[src/rtl/turn_sequencer.sv]
// Turn sequencer: turns a roll press into a dice value, issues a one-cycle move
// command to the active player, waits for the move to finish, then checks for a winner.
module turn_sequencer #(
    parameter int         NUM_PLAYERS   = 2,
    parameter int         GOAL_TILE     = 9,
    parameter int         START_TIMEOUT = 7,
    parameter logic [7:0] LFSR_SEED     = 8'hA5
) (
    input  logic                     clk,
    input  logic                     rst,
    input  logic                     roll_btn,
    input  logic [NUM_PLAYERS-1:0]   p_is_moving,
    input  logic [4*NUM_PLAYERS-1:0] p_tile,
    output logic [NUM_PLAYERS-1:0]   move_1,
    output logic [NUM_PLAYERS-1:0]   move_2,
    output logic [NUM_PLAYERS-1:0]   move_3,
    output logic [1:0]               active_player,
    output logic [1:0]               dice_value,
    output logic                     busy,
    output logic                     winner_valid,
    output logic [1:0]               winner_id,
    output logic [7:0]               turn_count
);

    typedef enum logic [2:0] {
        S_IDLE, S_ROLL, S_ISSUE, S_WAIT_START, S_WAIT_DONE, S_CHECK, S_GAME_OVER
    } state_t;

    localparam logic [1:0] LAST_PLAYER = 2'(NUM_PLAYERS - 1);
    localparam logic [3:0] GOAL        = 4'(GOAL_TILE);
    localparam logic [7:0] TO_LAST     = 8'(START_TIMEOUT - 1);

    state_t                 r_state;
    logic [7:0]             r_lfsr;
    logic                   r_roll_prev;
    logic [7:0]             r_cnt;
    logic [NUM_PLAYERS-1:0] r_move1, r_move2, r_move3;
    logic [1:0]             r_ap, r_dice, r_wid;
    logic                   r_busy, r_win;
    logic [7:0]             r_turn;

    logic                   w_roll_pulse;
    logic                   w_fb;
    logic [1:0]             w_dice;
    logic [1:0]             w_next_ap;
    logic [NUM_PLAYERS-1:0] w_sel;
    logic                   w_moving;
    logic [3:0]             w_tile;

    assign w_roll_pulse = roll_btn & ~r_roll_prev;
    assign w_fb         = r_lfsr[7] ^ r_lfsr[5] ^ r_lfsr[4] ^ r_lfsr[3];
    assign w_dice       = 2'(r_lfsr % 8'd3) + 2'd1;
    assign w_next_ap    = (r_ap == LAST_PLAYER) ? 2'd0 : r_ap + 2'd1;

    // Only the active player's moving flag and tile are ever looked at.
    always_comb begin
        w_sel    = '0;
        w_moving = 1'b0;
        w_tile   = 4'd0;
        for (int i = 0; i < NUM_PLAYERS; i++) begin
            if (r_ap == 2'(i)) begin
                w_sel[i] = 1'b1;
                w_moving = p_is_moving[i];
                w_tile   = p_tile[4*i +: 4];
            end
        end
    end

    always_ff @(posedge clk or posedge rst) begin
        if (rst) begin
            r_state     <= S_IDLE;
            r_lfsr      <= LFSR_SEED;
            r_roll_prev <= 1'b0;
            r_cnt       <= 8'd0;
            r_move1     <= '0;
            r_move2     <= '0;
            r_move3     <= '0;
            r_ap        <= 2'd0;
            r_dice      <= 2'd0;
            r_busy      <= 1'b0;
            r_win       <= 1'b0;
            r_wid       <= 2'd0;
            r_turn      <= 8'd0;
        end else begin
            r_lfsr      <= {r_lfsr[6:0], w_fb};
            r_roll_prev <= roll_btn;
            r_move1     <= '0;
            r_move2     <= '0;
            r_move3     <= '0;
            case (r_state)
                S_IDLE: begin
                    if (w_roll_pulse) begin
                        r_state <= S_ROLL;
                        r_busy  <= 1'b1;
                    end
                end
                S_ROLL: begin
                    r_dice  <= w_dice;
                    r_state <= S_ISSUE;
                end
                S_ISSUE: begin
                    if (r_dice == 2'd1) r_move1 <= w_sel;
                    if (r_dice == 2'd2) r_move2 <= w_sel;
                    if (r_dice == 2'd3) r_move3 <= w_sel;
                    r_cnt   <= 8'd0;
                    r_state <= S_WAIT_START;
                end
                S_WAIT_START: begin
                    if (w_moving) begin
                        r_state <= S_WAIT_DONE;
                    end else begin
                        // A player already on the goal never starts moving; give up after the timeout.
                        r_cnt <= r_cnt + 8'd1;
                        if (r_cnt == TO_LAST) r_state <= S_CHECK;
                    end
                end
                S_WAIT_DONE: begin
                    if (!w_moving) r_state <= S_CHECK;
                end
                S_CHECK: begin
                    if (r_turn != 8'hFF) r_turn <= r_turn + 8'd1;
                    r_busy <= 1'b0;
                    if (w_tile >= GOAL) begin
                        r_wid   <= r_ap;
                        r_win   <= 1'b1;
                        r_state <= S_GAME_OVER;
                    end else begin
                        r_ap    <= w_next_ap;
                        r_state <= S_IDLE;
                    end
                end
                S_GAME_OVER: r_state <= S_GAME_OVER;
                default: begin
                    r_state <= S_IDLE;
                    r_busy  <= 1'b0;
                end
            endcase
        end
    end

    assign move_1        = r_move1;
    assign move_2        = r_move2;
    assign move_3        = r_move3;
    assign active_player = r_ap;
    assign dice_value    = r_dice;
    assign busy          = r_busy;
    assign winner_valid  = r_win;
    assign winner_id     = r_wid;
    assign turn_count    = r_turn;

endmodule

[config.mk]
export PLATFORM = sky130hd
export DESIGN_NAME = turn_sequencer
export DESIGN_NICKNAME = d
export VERILOG_FILES = /design/src/rtl/turn_sequencer.sv
export SDC_FILE = /design/constraint.sdc
export NUM_CORES = 1
export LEC_CHECK = 0
export ABC_AREA = 1
export ABC_CLOCK_PERIOD_IN_PS = 3400
export CAP_MARGIN = 40
export CELL_PAD_IN_SITES_DETAIL_PLACEMENT = 1
export CELL_PAD_IN_SITES_GLOBAL_PLACEMENT = 2
export CORE_MARGIN = 1
export CORE_UTILIZATION = 31
export CTS_CLUSTER_DIAMETER = 80
export CTS_CLUSTER_SIZE = 16
export DETAILED_ROUTE_END_ITERATION = 8
export PLACE_DENSITY_LB_ADDON = 0.3
export SYNTH_ARGS = -nofsm -noshare
export SYNTH_HDL_FRONTEND = slang
export SYNTH_SLANG_ARGS = --single-unit
[constraint.sdc]
create_clock -name clk -period 3.4 [get_ports clk]
set_input_delay 1.02 -clock clk [delete_from_list [all_inputs] [get_ports clk]]
set_output_delay 1.02 -clock clk [all_outputs]
set_load 0.005 [all_outputs]
; Word level (Yosys, flattened, before mapping)
; Index checks and enable logic that the tools add are counted.
[classes]
n_eq_ne = 16
div_mod_pow = 1
muxes = 23
bitwise_logic = 7
n_reduce_logical = 10
magnitude_cmp = 1
addsub = 4
[ops]
columns = operator, n
row1 = case mux 3 bit (7 select lines), 1
row2 = "adder 8 x 1 -> 8 bit, second input constant", 2
row3 = case mux 8 bit (2 select lines), 1
row4 = two-way mux 3 bit, 5
row5 = two-way mux 2 bit, 7
row6 = AND reduction 2 bit, 5
row7 = "== test 3 bit, second input constant", 3
row8 = "== test 8 x 3 -> 1 bit, second input constant", 1
row9 = "remainder unit 8 x 2 -> 8 bit, second input constant", 1
row10 = two-way mux 4 bit, 2
row11 = two-way mux 8 bit, 1
row12 = "!= test 8 bit, second input constant", 1
row13 = "== test 3 x 2 -> 1 bit, second input constant", 2
row14 = "!= test 2 bit, second input constant", 3
row15 = two-way mux 1 bit, 5
row16 = OR reduction 5 bit, 1
row17 = "adder 2 x 1 -> 2 bit, second input constant", 2
row18 = "== test 2 x 1 -> 1 bit, second input constant", 2
row19 = "== test 2 bit, second input constant", 2
row20 = "greater-or-equal comparator 4 bit, second input constant", 1
row21 = "== test 3 x 1 -> 1 bit, second input constant", 1
row22 = zero test 3 bit, 1
row23 = "!= test 3 bit, second input constant", 1
row24 = inverter 1 bit, 3
row25 = other kinds (6), 8
[totals]
inputBits = 13
register_bits = 42
elab_cells = 75

; Logic depth before layout (Yosys ltp)
; Gate-level depths: netlist of the first run.
[depth]
ltp_word = 6
depth_mapped = 26
ltp_nobuf = 26

; Worst setup path after synthesis of the first run
; No wires, ideal clock.
[synth_timing]
path_type = register to register
startpoint = register r_lfsr[5]
endpoint = register r_dice[1] (netlist: dice_value[1])
t_required_ns = 3.283
synth_period_minus_slack_ns = 2.733
setup_slack_ns = 0.667
arrival_time_ns = 2.615
path_stages_with_launch = 26
path_cell_list = dfstp_2 -> inv_2 -> nand3_1 -> nand2_2 -> nand2_4 -> nand2_1 -> nand2_2 -> a21oi_2 -> nor2_2 -> o21bai_2 -> nand2_1 -> inv_1 -> ha_1 -> a21oi_1 -> nand2_1 -> nand2_1 -> nand2_1 -> ha_1 -> inv_1 -> nand2_1 -> nor2_1 -> nand2_2 -> nand2_2 -> nand3_1 -> nand3_1 -> nand2_1
[synth_via]
elab_chain_len = 2
[synth_lines]
columns = element, line
row1 = start: declaration, 34  ; logic [7:0] r_lfsr;
row2 = start signal: assignment, 85  ; r_lfsr <= {r_lfsr[6:0], w_fb};
row3 = remainder unit 8 x 2 -> 8 bit, 52  ; assign w_dice = 2'(r_lfsr % 8'd3) + 2'd1;
row4 = adder 2 x 1 -> 2 bit, 52
row5 = end signal: assignment, 98  ; r_dice <= w_dice;
row6 = end: declaration, 38  ; logic [1:0] r_ap, r_dice, r_wid;
; Every way passes these cells.
; A chain may end at the register's enable or synchronous reset.

; Worst setup path in the final report of the first run
; Same ends and word-level chain as after synthesis.

==> results of run 1 <==
## registers in the layout (all words and copies together), names as in the netlist
name and cells:
busy 1, winner_id 2, winner_valid 1, r_roll_prev 1
move_3 2, dice_value 2, move_2 2, active_player 2
r_state 3, move_1 2, r_lfsr 8, r_cnt 8
turn_count 8
## synth_stat cells (all sizes together)
| cell | count |
|---|---|
| a211oi | 1 |
| or2 | 2 |
| ha | 5 |
| xnor2 | 4 |
| dfstp | 4 |
| clkbuf | 1 |
| nor4 | 7 |
| nor3 | 9 |
| inv | 42 |
| dfrtp | 38 |
| mux2 | 1 |
| nand3 | 30 |
| nand4 | 1 |
| a21oi | 8 |
| o21bai | 1 |
| a22o | 3 |
| a31oi | 1 |
| o21ai | 17 |
| xor2 | 6 |
| nand2 | 50 |
| nor2 | 26 |
| o22ai | 1 |
## power by group
part           switching [W]  internal [W]
sequential         0.0000876      0.000586
combinational       0.000276      0.000232
clock               0.000169      0.000205
total               0.000533       0.00102
## area by class of cell
cell class	count	area, sq um
repair buffers	36	355
inverters	42	158
well taps	77	96.3
flip-flops and latches	42	1060
fillers	786	3790
multi-input cells	173	930
clock buffers	8	110
## path summary, 6_finish.rpt
kind / cells after the start / end / startpoint
max: 25 / dice_value[1] / r_lfsr[5]
min: 0 / r_lfsr[3] / r_lfsr[2]
max reg2reg: 25 / dice_value[1] / r_lfsr[5]
min reg2reg: 0 / r_lfsr[3] / r_lfsr[2]
max in group asynchronous: 3 / r_lfsr[0] / rst
min in group asynchronous: 3 / turn_count[2] / rst
## worst reg2reg max path: cells and delay by family, from the launching register on
| family | cells | cell delay, ns |
|---|---|---|
| and+or+nand+nor | 17 | 1.42 |
| AOI/OAI and AO/OA | 3 | 0.32 |
| adders and majority gates | 2 | 0.39 |
| buffers and inverters | 3 | 0.18 |
| DFF | 1 | 0.62 |
## metrics by stage
step,power (W),util,std cells,setup WS (ns)
floorplan,0.000960,-,258,0.667
global placement,0.00119,0.399,370,0.403
detailed placement,0.00120,0.399,370,0.322
CTS,0.00159,0.416,378,0.307
global route,0.00169,0.416,378,0.0248
finish,0.00156,0.416,378,0.391
## cells by family (layout without fill, tap and decap cells)
group,count (synthesis),in the layout,share of synthesized area
buffers and inverters,43,86,0.0753
AOI/OAI and AO/OA,32,32,0.0922
and+or+nand+nor,125,125,0.265
DFF,42,42,0.492
adders and majority gates,5,5,0.0292
muxes,1,1,0.00525
xor gates and xnor gates,10,10,0.0408
## cells in the final DEF, fill, tap and decap left out, drive strengths merged, types with 5 or more instances in the layout
master,count
ha,5
a21oi,8
xor2,6
nor3,9
nand2,50
nand3,30
dfrtp,38
inv,42
clkdlybuf4s50,34
nor4,7
o21ai,17
nor2,26
clkbuf,8
## layer usage
layer	track usage	routed length, microns	up-vias
li1	-	-	921
met1	0.214	2550	853
met2	0.247	2270	36
met3	0.0399	210	6
met4	0.0555	52	0
met5	0	0	-
==> out/qor.log, run 1 <==
[status] status finished clean
[sta] fraction of the cycle the final worst path needs 0.885
[clocking] TritonCTS clock tree yes
[sta] final count of pins violating max slew 0
[sta] worst hold slack after final layout 0.423 ns
[sta] Max Clock Freq 0.332 GHz
[clocking] CTS root buf clkbuf_8
[logic_synthesis] top cells by area in the synthesized netlist dfrtp_1 (44%), nand2_1 (7.5%), nand3_1 (7.0%)
[logic_synthesis] yosys warns 0
[worst_setup_path] largest stage delay on the critical path 0.62 ns
[sta] unrepaired setup endpoints after global routing false
[die] Starting Density 0.330
[layout] fraction of final layout cells sized beyond drive strength 1 0.116
[clocking] TritonCTS buffer count 5
[global_routing] vias in the first global route 1,890
[min_path] hold crit path type flop to flop
[global_routing] global-route wire length before repair 8.94 mm
[routing] drt wl/cell 13.5 microns
[clocking] clock input transition at the sequential cells of the worst setup and hold paths 0.09 ns
[logic_synthesis] number of distinct library cells after synthesis 29
[clocking] H-tree levels 2
[die] Die Y 85.2 microns
[die] boundary pin count 35
[sta] worst clock skew on the final layout 0.0119 ns
[worst_setup_path] crit-path most repeated cell nand2_1
[power_and_ir_drop] total power density per cell area 575 nW/um^2
[worst_setup_path] CP required 3.60 ns
[clocking] latest clock arrival within the worst-skew pair 0.30 ns
[routing] DRT iter0 DRCs 32
[power_and_ir_drop] Max IR drop VDD 0.303 mV
[sta] Tmin final 3.01 ns
[logic_synthesis] Mapped Avg Cell Area 8.31 sq um
[worst_setup_path] maximum fanout encountered on the critical timing path 7
[sta] Worst Tran Pin Value 0.610 ns
[logic_synthesis] Mapped Nets 276
[routing] Post-Route WL 5.09 mm
[job] total of max-cap violations 0
[routing] number of nets still failing antenna checks after routing 0
[routing] number of search-and-repair iterations in the first detailed-routing pass 4
[layout] Area growth syn-to-layout 26.1%
[sta] number of endpoints with negative hold slack in the final report 0
[worst_setup_path] number of buffer and inverter stages on the critical path 3
[logic_synthesis] count of state elements after synthesis 42
[global_routing] maximum number of pins on one net before global-route repair 43
[worst_setup_path] nature of the critical path startpoint flop
[placed_design] Area after DPL 2590 sq um
[clocking] post-CTS setup buffers 0
[routing] Residual DRC 0
[worst_setup_path] critical path class flop to flop
[worst_setup_path] kind of cell with the highest combined delay on the critical path simple AND/OR/NAND/NOR gates
[die] CORE AREA 6490 sq um
[placed_design] DP Wirelength 3.93 mm
[placed_design] input/output buffers 34
[worst_setup_path] data arrival time at the worst-slack endpoint 3.21 ns
[logic_synthesis] proportion of synthesized chip area in sequential cells 0.492
[die] DIE WIDTH 85.2 microns
[worst_setup_path] worst-case register-to-register setup slack 0.39 ns
[sta] setup TNS 0 ns
[logic_synthesis] Post-Syn Instances 258
[routing] vias per inst 4.80
[die] number of cell rows 29
[logic_synthesis] cell accounting for the most synthesized area dfrtp_1
[layout] finished layout cell area 2710 sq um
[logic_synthesis] proportion of netlist area held by the largest area contributor 0.443
[global_routing] initial antenna violation count 0
[logic_synthesis] Mapped Area 2140 sq um
[layout] Final nets 318
[sta] number of endpoints failing setup at the final stage 0
[global_routing] global-route congestion overflow total 0
[routing] total via count in the routed design 1,816
[sta] worst rel slew slack 0.590
[global_routing] overall global routing resource usage 0.158
[clocking] TritonCTS Sinks 42
[placed_design] RePlAce Congestion 0.765
[clocking] post_cts resized 0
[clocking] largest buffer count on any clock path 2
[worst_setup_path] Critical-path top delay cell dfstp_2
[die] die footprint 7250 sq um
[power_and_ir_drop] static leakage power 1.26 nW
[worst_setup_path] CP Capture Type flop
[clocking] Hold-fix buffers, CTS 0
[layout] antenna fix cells 0
(Power assumes the default switching activity.)
==> run 2: changes to the inputs <==
- SKIP_LAST_GASP: default -> 1
- SLEW_MARGIN: default -> 15
==> results of run 2 <==
Same layout as run 1: the final DEF is identical, and so are final timing and power.
